<file path="config.mk">
export PLATFORM = sky130hd
export DESIGN_NAME = mul_tree_arb
export DESIGN_NICKNAME = d
export VERILOG_FILES = /design/src/rtl/mul_arb_pkg.sv /design/src/rtl/mul_tree_arb_tag_fifo.sv /design/src/rtl/mul_tree_arb.sv
export SDC_FILE = /design/constraint.sdc
export NUM_CORES = 1
export LEC_CHECK = 0
export CELL_PAD_IN_SITES_DETAIL_PLACEMENT = 1
export CELL_PAD_IN_SITES_GLOBAL_PLACEMENT = 2
export CORE_UTILIZATION = 28
export DETAILED_ROUTE_END_ITERATION = 12
export PLACE_DENSITY_LB_ADDON = 0.1
export SYNTH_ARGS = -nofsm -noshare
export SYNTH_HDL_FRONTEND = slang
export SYNTH_SLANG_ARGS = --single-unit
</file>
<file path="constraint.sdc">
create_clock -name clk -period 4.95 [get_ports clk]
set_input_delay 1.2375 -clock clk [delete_from_list [all_inputs] [get_ports clk]]
set_output_delay 1.2375 -clock clk [all_outputs]
set_load 0.01 [all_outputs]
</file>
<file path="src/rtl/mul_arb_pkg.sv">
// Shared types and constants for the mul_tree_arb block:
// arbiter state encoding, tree mode values and operand bundle width.
package mul_arb_pkg;

   typedef enum logic [1:0] {
      ST_RUN    = 2'b00,
      ST_DRAIN  = 2'b01,
      ST_SWITCH = 2'b10
   } state_t;

   localparam logic [1:0] MODE_0 = 2'b00;
   localparam logic [1:0] MODE_1 = 2'b01;
   localparam logic [1:0] MODE_2 = 2'b10;
   localparam logic [1:0] MODE_3 = 2'b11;

   // Four 32-bit operand pairs per bundle.
   localparam int BUNDLE_W = 128;

endpackage

</file>
<file path="src/rtl/mul_tree_arb_tag_fifo.sv">
// tag_fifo: small synchronous FIFO holding the requester index of each
// bundle in flight through the tree. Occupancy always equals the arbiter's
// in-flight count, so empty/full double as count==0 / count==DEPTH.
module tag_fifo #(
   parameter int DEPTH = 8,
   parameter int W     = 1
) (
   input  logic         clk,
   input  logic         rst,
   input  logic         i_push,
   input  logic [W-1:0] i_din,
   input  logic         i_pop,
   input  logic         i_flush,
   output logic [W-1:0] o_dout,
   output logic         o_empty,
   output logic         o_full
);

   localparam int AW = $clog2(DEPTH);

   logic [W-1:0] r_mem [DEPTH];
   logic [AW:0]  r_wr_ptr;
   logic [AW:0]  r_rd_ptr;

   assign o_empty = (r_wr_ptr == r_rd_ptr);
   assign o_full  = (r_wr_ptr[AW] != r_rd_ptr[AW]) &&
                    (r_wr_ptr[AW-1:0] == r_rd_ptr[AW-1:0]);
   assign o_dout  = r_mem[r_rd_ptr[AW-1:0]];

   // Tag storage write.
   // NOTE: the storage array has no reset; the pointers alone define which
   // entries are valid, so clearing the array would only cost flops.
   always_ff @(posedge clk) begin
      if (i_push) r_mem[r_wr_ptr[AW-1:0]] <= i_din;
   end

   // Read/write pointers; a flush drops every stored tag at once.
   // NOTE: sequential state uses non-blocking assignments so every register
   // samples the pre-edge values, independent of statement order.
   always_ff @(posedge clk or negedge rst) begin
      if (!rst) begin
         r_wr_ptr <= '0;
         r_rd_ptr <= '0;
      end else if (i_flush) begin
         r_wr_ptr <= '0;
         r_rd_ptr <= '0;
      end else begin
         if (i_push) r_wr_ptr <= r_wr_ptr + 1'b1;
         if (i_pop)  r_rd_ptr <= r_rd_ptr + 1'b1;
      end
   end

endmodule

</file>
<file path="src/rtl/mul_tree_arb.sv">
// mul_tree_arb: shares one mul_tree_bf16 tree between NREQ requesters.
// Round-robin grants within the current tree mode, drains the tree before
// any mode change, and routes each in-order tree result back to its issuer.
// Optional watchdog: define MUL_ARB_WDOG_EN to flush a stalled tree after
// TIMEOUT cycles without a completion.
module mul_tree_arb
   import mul_arb_pkg::*;
#(
   parameter int NREQ    = 2,
   parameter int DW      = 16,
   parameter int DEPTH   = 8,
   parameter int BURST   = 8,
   parameter int TIMEOUT = 64
) (
   input  logic                       clk,
   input  logic                       rst,
   input  logic [NREQ-1:0]            req_valid,
   output logic [NREQ-1:0]            req_ready,
   input  logic [2*NREQ-1:0]          req_mode,
   input  logic [BUNDLE_W*NREQ-1:0]   req_data,
   output logic [BUNDLE_W-1:0]        tree_ins,
   output logic                       tree_stb,
   output logic [1:0]                 tree_mode,
   input  logic [4*DW-1:0]            tree_out,
   input  logic [3:0]                 tree_out_stb,
   output logic [NREQ-1:0]            rsp_valid,
   output logic [4*DW-1:0]            rsp_data,
   output logic [3:0]                 rsp_stb,
   output logic                       busy,
   output logic                       err
);

   localparam int IW = $clog2(NREQ);
   localparam int CW = $clog2(DEPTH + 1);
   localparam int BW = $clog2(BURST + 1);

   state_t                r_state, w_state_next;
   logic [1:0]            r_cur_mode, r_target_mode;
   logic [CW-1:0]         r_count, w_cnt_after_cpl;
   logic [IW-1:0]         r_rr_ptr;
   logic [BW-1:0]         r_burst_cnt;
   logic                  r_err;
   logic                  r_tree_stb;
   logic [BUNDLE_W-1:0]   r_tree_ins;
   logic [NREQ-1:0]       r_rsp_valid;
   logic [4*DW-1:0]       r_rsp_data;
   logic [3:0]            r_rsp_stb;

   logic                  w_grant_found, w_mis_found;
   logic [IW-1:0]         w_grant_idx;
   logic [1:0]            w_target_mode;
   logic [BUNDLE_W-1:0]   w_sel_data;
   logic                  w_issue, w_enter_drain, w_leave_drain, w_drained;
   logic                  w_cpl, w_cpl_ok, w_spurious, w_wdog_fire;
   logic                  w_fifo_empty, w_fifo_full;
   logic [IW-1:0]         w_fifo_head;

   // Completion bookkeeping; an empty tag FIFO means nothing is in flight.
   assign w_cpl           = |tree_out_stb;
   assign w_cpl_ok        = w_cpl && !w_fifo_empty;
   assign w_spurious      = w_cpl && w_fifo_empty;
   assign w_cnt_after_cpl = r_count - CW'(w_cpl_ok);
   assign w_drained       = (w_cnt_after_cpl == '0) || w_wdog_fire;

   // Round-robin scan from the pointer: first same-mode requester to grant,
   // first other-mode requester to pick the next tree mode.
   // NOTE: every combinational output gets a default before any branch so
   // no path leaves it unassigned, which would infer a latch.
   always_comb begin
      int idx;
      idx           = 0;
      w_grant_found = 1'b0;
      w_grant_idx   = '0;
      w_sel_data    = '0;
      w_mis_found   = 1'b0;
      w_target_mode = r_cur_mode;
      for (int k = 0; k < NREQ; k++) begin
         idx = int'(r_rr_ptr) + k;
         if (idx >= NREQ) idx = idx - NREQ;
         if (req_valid[idx]) begin
            if (req_mode[2*idx +: 2] == r_cur_mode) begin
               if (!w_grant_found) begin
                  w_grant_found = 1'b1;
                  w_grant_idx   = IW'(idx);
                  w_sel_data    = req_data[BUNDLE_W*idx +: BUNDLE_W];
               end
            end else if (!w_mis_found) begin
               w_mis_found   = 1'b1;
               w_target_mode = req_mode[2*idx +: 2];
            end
         end
      end
   end

   // Next-state and issue decision.
   always_comb begin
      w_state_next  = r_state;
      w_issue       = 1'b0;
      w_enter_drain = 1'b0;
      w_leave_drain = 1'b0;
      case (r_state)
         ST_RUN: begin
            if (w_mis_found && (!w_grant_found || r_burst_cnt == BW'(BURST))) begin
               w_state_next  = ST_DRAIN;
               w_enter_drain = 1'b1;
            end else if (w_grant_found && r_count < CW'(DEPTH) &&
                         !w_fifo_full && !w_wdog_fire) begin
               w_issue = 1'b1;
            end
         end
         ST_DRAIN: begin
            if (w_drained) begin
               w_state_next  = ST_SWITCH;
               w_leave_drain = 1'b1;
            end
         end
         ST_SWITCH: w_state_next = ST_RUN;
         default:   w_state_next = ST_RUN;
      endcase
   end

   // One-hot grant toward the selected requester.
   always_comb begin
      req_ready = '0;
      if (w_issue) req_ready[w_grant_idx] = 1'b1;
   end

   // Control state: FSM, mode, in-flight count, pointer, burst, error.
   always_ff @(posedge clk or negedge rst) begin
      if (!rst) begin
         r_state       <= ST_RUN;
         r_cur_mode    <= MODE_0;
         r_target_mode <= MODE_0;
         r_count       <= '0;
         r_rr_ptr      <= '0;
         r_burst_cnt   <= '0;
         r_err         <= 1'b0;
      end else begin
         r_state <= w_state_next;
         if (w_enter_drain) r_target_mode <= w_target_mode;
         if (w_leave_drain) r_cur_mode    <= r_target_mode;
         if (w_wdog_fire) r_count <= '0;
         else             r_count <= w_cnt_after_cpl + CW'(w_issue);
         if (w_issue)
            r_rr_ptr <= (w_grant_idx == IW'(NREQ - 1)) ? '0 : w_grant_idx + 1'b1;
         if (r_state == ST_SWITCH)
            r_burst_cnt <= '0;
         else if (w_issue && r_burst_cnt != BW'(BURST))
            r_burst_cnt <= r_burst_cnt + 1'b1;
         if (w_spurious || w_wdog_fire) r_err <= 1'b1;
      end
   end

   // Registered tree issue and one-cycle response pulse.
   always_ff @(posedge clk or negedge rst) begin
      if (!rst) begin
         r_tree_stb  <= 1'b0;
         r_tree_ins  <= '0;
         r_rsp_valid <= '0;
         r_rsp_data  <= '0;
         r_rsp_stb   <= '0;
      end else begin
         r_tree_stb  <= w_issue;
         if (w_issue) r_tree_ins <= w_sel_data;
         r_rsp_valid <= '0;
         r_rsp_data  <= '0;
         r_rsp_stb   <= '0;
         if (w_cpl_ok) begin
            r_rsp_valid[w_fifo_head] <= 1'b1;
            r_rsp_data               <= tree_out;
            r_rsp_stb                <= tree_out_stb;
         end
      end
   end

`ifdef MUL_ARB_WDOG_EN
   localparam int WW = $clog2(TIMEOUT + 1);
   logic [WW-1:0] r_wdog_cnt;

   assign w_wdog_fire = (r_count != '0) && !w_cpl_ok &&
                        (r_wdog_cnt == WW'(TIMEOUT - 1));

   // Stall counter: cycles with work in flight but no completion.
   always_ff @(posedge clk or negedge rst) begin
      if (!rst)                                         r_wdog_cnt <= '0;
      else if (r_count == '0 || w_cpl_ok || w_wdog_fire) r_wdog_cnt <= '0;
      else                                               r_wdog_cnt <= r_wdog_cnt + 1'b1;
   end
`else
   assign w_wdog_fire = 1'b0;
`endif

   tag_fifo #(
      .DEPTH (DEPTH),
      .W     (IW)
   ) u_tag_fifo (
      .clk     (clk),
      .rst     (rst),
      .i_push  (w_issue),
      .i_din   (w_grant_idx),
      .i_pop   (w_cpl_ok),
      .i_flush (w_wdog_fire),
      .o_dout  (w_fifo_head),
      .o_empty (w_fifo_empty),
      .o_full  (w_fifo_full)
   );

   assign tree_stb  = r_tree_stb;
   assign tree_ins  = r_tree_ins;
   assign tree_mode = r_cur_mode;
   assign rsp_valid = r_rsp_valid;
   assign rsp_data  = r_rsp_data;
   assign rsp_stb   = r_rsp_stb;
   assign busy      = (r_count != '0) || (r_state != ST_RUN);
   assign err       = r_err;

endmodule

</file>
==> reports/results.tsv <==
stage	metric	value	unit
routing	vias after detailed routing	11421	
floorplan	Initial Util	28.4	%
status	status	finished clean	
cells_and_area	Final nets	1876	
setup_path	sequence of cells on the critical path	clkdlybuf4s50_1, mux2i_1, xnor2_1, nor4_1, o2111ai_4, inv_1, and2_1, clkdlybuf4s50_1	
floorplan	DIE AREA	44700	um^2
power_and_ir_drop	Comb power frac	52.7	%
clock_network	PostCTS Resize Cnt	0	
yosys	mapped cell area	12300	um^2
setup_path	Critical-path top delay cell	clkdlybuf4s50_1	
global_route	largest net degree at the start of global routing	132	
routing	DR WL/cell	24.1	um
clock_network	worst-skew pair later-pin latency	590	ps
global_route	vias in the first global route	11764	
floorplan	die width	211	um
yosys	Mapped Avg Cell Area	11.4	um^2
sta	Tcrit/Tclk final	95.9	%
sta	Slew HR	29.4	%
sta	TNS Setup	0	ps
global_route	GRT Overall Usage	22.3	%
cells_and_area	area of the multi-input gates	5570	um^2
power_and_ir_drop	switching power share of the total	40.0	%
power_and_ir_drop	Internal	6.81	mW
global_route	first-pass GRT wire length	75.5	mm
setup_path	Critical Path Start Type	input pin	
power_and_ir_drop	sequential fraction of design power	27.2	%
clock_network	CTS Buf Count	31	
yosys	Synth async-reset ratio	96.5	%
clock_network	Max H-tree Level	1	
yosys	share of the yosys chip area belonging to registers	47.4	%
setup_path	Critical Path Start	req_mode[0]	
placed_design	detailed placement HPWL	35.4	mm
run	Max Cap Violations	0	
setup_path	crit-path max cell delay	530	ps
power_and_ir_drop	clock share of power	20.1	%
yosys	Syn. warnings	0	
global_route	Overflow after GRT	0	
cells_and_area	# fillers	4712	
sta	RSZ-0062 raised after global routing	no	
yosys	top cells by area, synth	dfrtp_1 (45%), a221oi_1 (14%), a221oi_2 (7.3%)	
setup_path	crit-path max FO	5	
sta	Setup Skew	19.8	ps
routing	WL final	51.8	mm
yosys	Synth area leader	dfrtp_1	
worst_hold_path	min-delay src	tree_ins[83]$_DFFE_PN0P_	
routing	uppermost layer routed	met5	
setup_path	RR Startpoint	r_rr_ptr$_DFFE_PN0P_	
worst_hold_path	Min-Delay Path Class	flip-flop to flip-flop	
placed_design	GP Congestion	0.793	
yosys	EDFF count, synth	8	
routing	drt drc	0	
power_and_ir_drop	Power Dens Cells	602	nW/um^2
yosys	Synth Register Bits	231	
cells_and_area	layout cell share with drive strength beyond 1	11.3	%
yosys	count leader, synth	dfrtp_1	
clock_network	root buf cell	clkbuf_16	
setup_path	register-to-register path setup slack	1450	ps
global_route	initial antenna violation count	11	
yosys	Most used DFF post-synth	dfrtp_1	
yosys	Commonest cells post-synth	dfrtp_1 (223), a221oi_1 (194), nand2_1 (137)	
clock_network	clk slew on worst S/H paths	50	ps
setup_path	Setup CP Type	input pin to output pin	
routing	met2 wire length	24.6	mm
clock_network	clock buffer depth	3	
sta	slew of the pin with the lowest slew margin	1060	ps
setup_path	Worst Setup End Kind	output pin	
routing	Starting DRT DRC Count	593	
routing	Avg Vias per Cell	5.31	
routing	DRT Pass-1 Iters	5	
floorplan	io pins	537	
yosys	Cell variety after synth	50	
sta	Max Slew Vio Count	0	
cells_and_area	register area	5820	um^2
routing	Routed Antenna Nets	0	
routing	met3 routed WL	4.97	mm
clock_network	post-CTS setup buffer count	0	
sta	Final Setup Violations	0	
cells_and_area	Layout area overhead	53.4	%
power_and_ir_drop	peak supply drop	0.000350	V
yosys	Syn Inst Count	1073	
sta	min Tclk post-route	4750	ps
power_and_ir_drop	NetSw	4.54	mW
yosys	top-area cell type share of the netlist area	45.4	%
sta	WHS	473	ps
placed_design	PortBufs	536	
sta	final-report hold violation count	0	
sta	Highest Clock Rate	211	MHz
setup_path	Worst Path Required	3710	ps
setup_path	WP data arrival	3510	ps
floorplan	core box area	43200	um^2
clock_network	clk sinks	231	
routing	DRT met1 WL	20.7	mm
yosys	Synth Net Count	1413	
floorplan	Die H	211	um
floorplan	row count	76	
clock_network	hold buffer count at CTS	0	
clock_network	CTS tree	done	
power_and_ir_drop	Leak	7.36	nW
setup_path	Top cell by count, worst path	clkdlybuf4s50_1	
worst paths after layout:
kind,endpoint,cells after the start
setup / recovery,req_ready[1],8
hold / removal,tree_ins[83]$_DFFE_PN0P_,2
setup reg to reg,tree_ins[101]$_DFFE_PN0P_,8
hold reg to reg,tree_ins[83]$_DFFE_PN0P_,2
max in group asynchronous,tree_ins[93]$_DFFE_PN0P_,2
min in group asynchronous,tree_ins[61]$_DFFE_PN0P_,1
placed cells by master, fill, tap and decap left out, types with 3 or more instances in the layout:
| cell | synthesis | final |
|---|---|---|
| clkbuf_16 | 0 | 31 |
| buf_4 | 22 | 14 |
| xor2_1 | 4 | 4 |
| a221oi_2 | 60 | 60 |
| and2_1 | 72 | 71 |
| mux2_2 | 6 | 6 |
| o21ai_0 | 7 | 7 |
| nand3b_1 | 3 | 3 |
| diode_2 | 0 | 7 |
| inv_1 | 14 | 13 |
| buf_12 | 5 | 6 |
| edfxtp_1 | 8 | 8 |
| ha_1 | 8 | 8 |
| clkdlybuf4s50_1 | 0 | 535 |
| clkbuf_8 | 0 | 10 |
| o31ai_1 | 106 | 106 |
| xnor2_1 | 16 | 16 |
| a221oi_1 | 194 | 194 |
| nand2_1 | 137 | 137 |
| nor2_1 | 13 | 12 |
| mux2i_1 | 9 | 9 |
| clkbuf_1 | 39 | 5 |
| clkinv_2 | 0 | 4 |
| dfrtp_1 | 223 | 222 |
| nor3_1 | 10 | 10 |
| clkinvlp_4 | 0 | 3 |
| nor4_1 | 3 | 3 |
| o31ai_2 | 22 | 22 |
sequential cells by signal, indices dropped and copies added, names as in the netlist:
name                 flops
err                      1
r_burst_cnt              4
r_count                  4
r_rr_ptr                 1
r_state                  2
r_target_mode            2
rsp_data                64
rsp_stb                  4
rsp_valid                2
tree_ins               128
tree_mode                2
tree_stb                 1
u_tag_fifo.r_mem         8
u_tag_fifo.r_rd_ptr      4
u_tag_fifo.r_wr_ptr      4
per-stage QoR:
step	power [mW]	std cells	cell area, um^2	worst slack (ps)	utilization, %
5_1_grt	12.1	2149	18800	18.3	43.6
3_5_place_dp	9.17	2088	17800	181	41.2
3_3_place_gp	9.06	2088	17800	208	41.2
2_1_floorplan	6.68	1073	12300	1050	-
6_report	11.3	2152	18800	202	43.6
4_1_cts	11.5	2145	18800	184	43.6
kinds of logic after synthesis:
family / count (synthesis) / share of synthesized area (%)
AO/OA/AOI/OAI: 398 / 30.8
XOR/XNOR: 20 / 1.43
adder cells (fa/ha/maj): 8 / 0.815
buffers and inverters: 140 / 7.44
flip-flops: 231 / 47.4
multiplexers: 20 / 2.06
AND/OR/NAND/NOR: 256 / 10.1
metal layers:
| metal | vias up | GRT usage, % |
|---|---|---|
| met5 | - | 0 |
| li1 | 5196 | - |
| met4 | 10 | 6.67 |
| met3 | 73 | 8.63 |
| met1 | 5743 | 26.1 |
| met2 | 399 | 37.4 |
cell type report:
type                       instances  area share [%]
antenna                            7          0.0930
clock buffer                      46            4.95
clock inverter                    11           0.584
inverter                          14           0.292
multi-input combinational        702            29.6
sequential                       231            30.9
tap                              585            3.89
timing repair buffer             556            29.7
power groups by stage:
stage / logic (mW) / registers, mW / clock network (mW)
2_1_floorplan: 3.32 / 3.35 / 0
3_3_place_gp: 5.96 / 3.10 / 0
3_5_place_dp: 6.04 / 3.13 / 0
4_1_cts: 6.06 / 3.11 / 2.35
5_1_grt: 6.49 / 3.19 / 2.43
6_report: 5.98 / 3.09 / 2.28
worst max-delay path: cells and delay by family:
family                    cells  cell delay [ps]
AOI/OAI and AO/OA             1              180
xor gates and xnor gates      1              180
buffers and inverters         3             1070
muxes                         1              220
and+or+nand+nor               2              630
No activity file was read; power rests on OpenSTA's default activity.
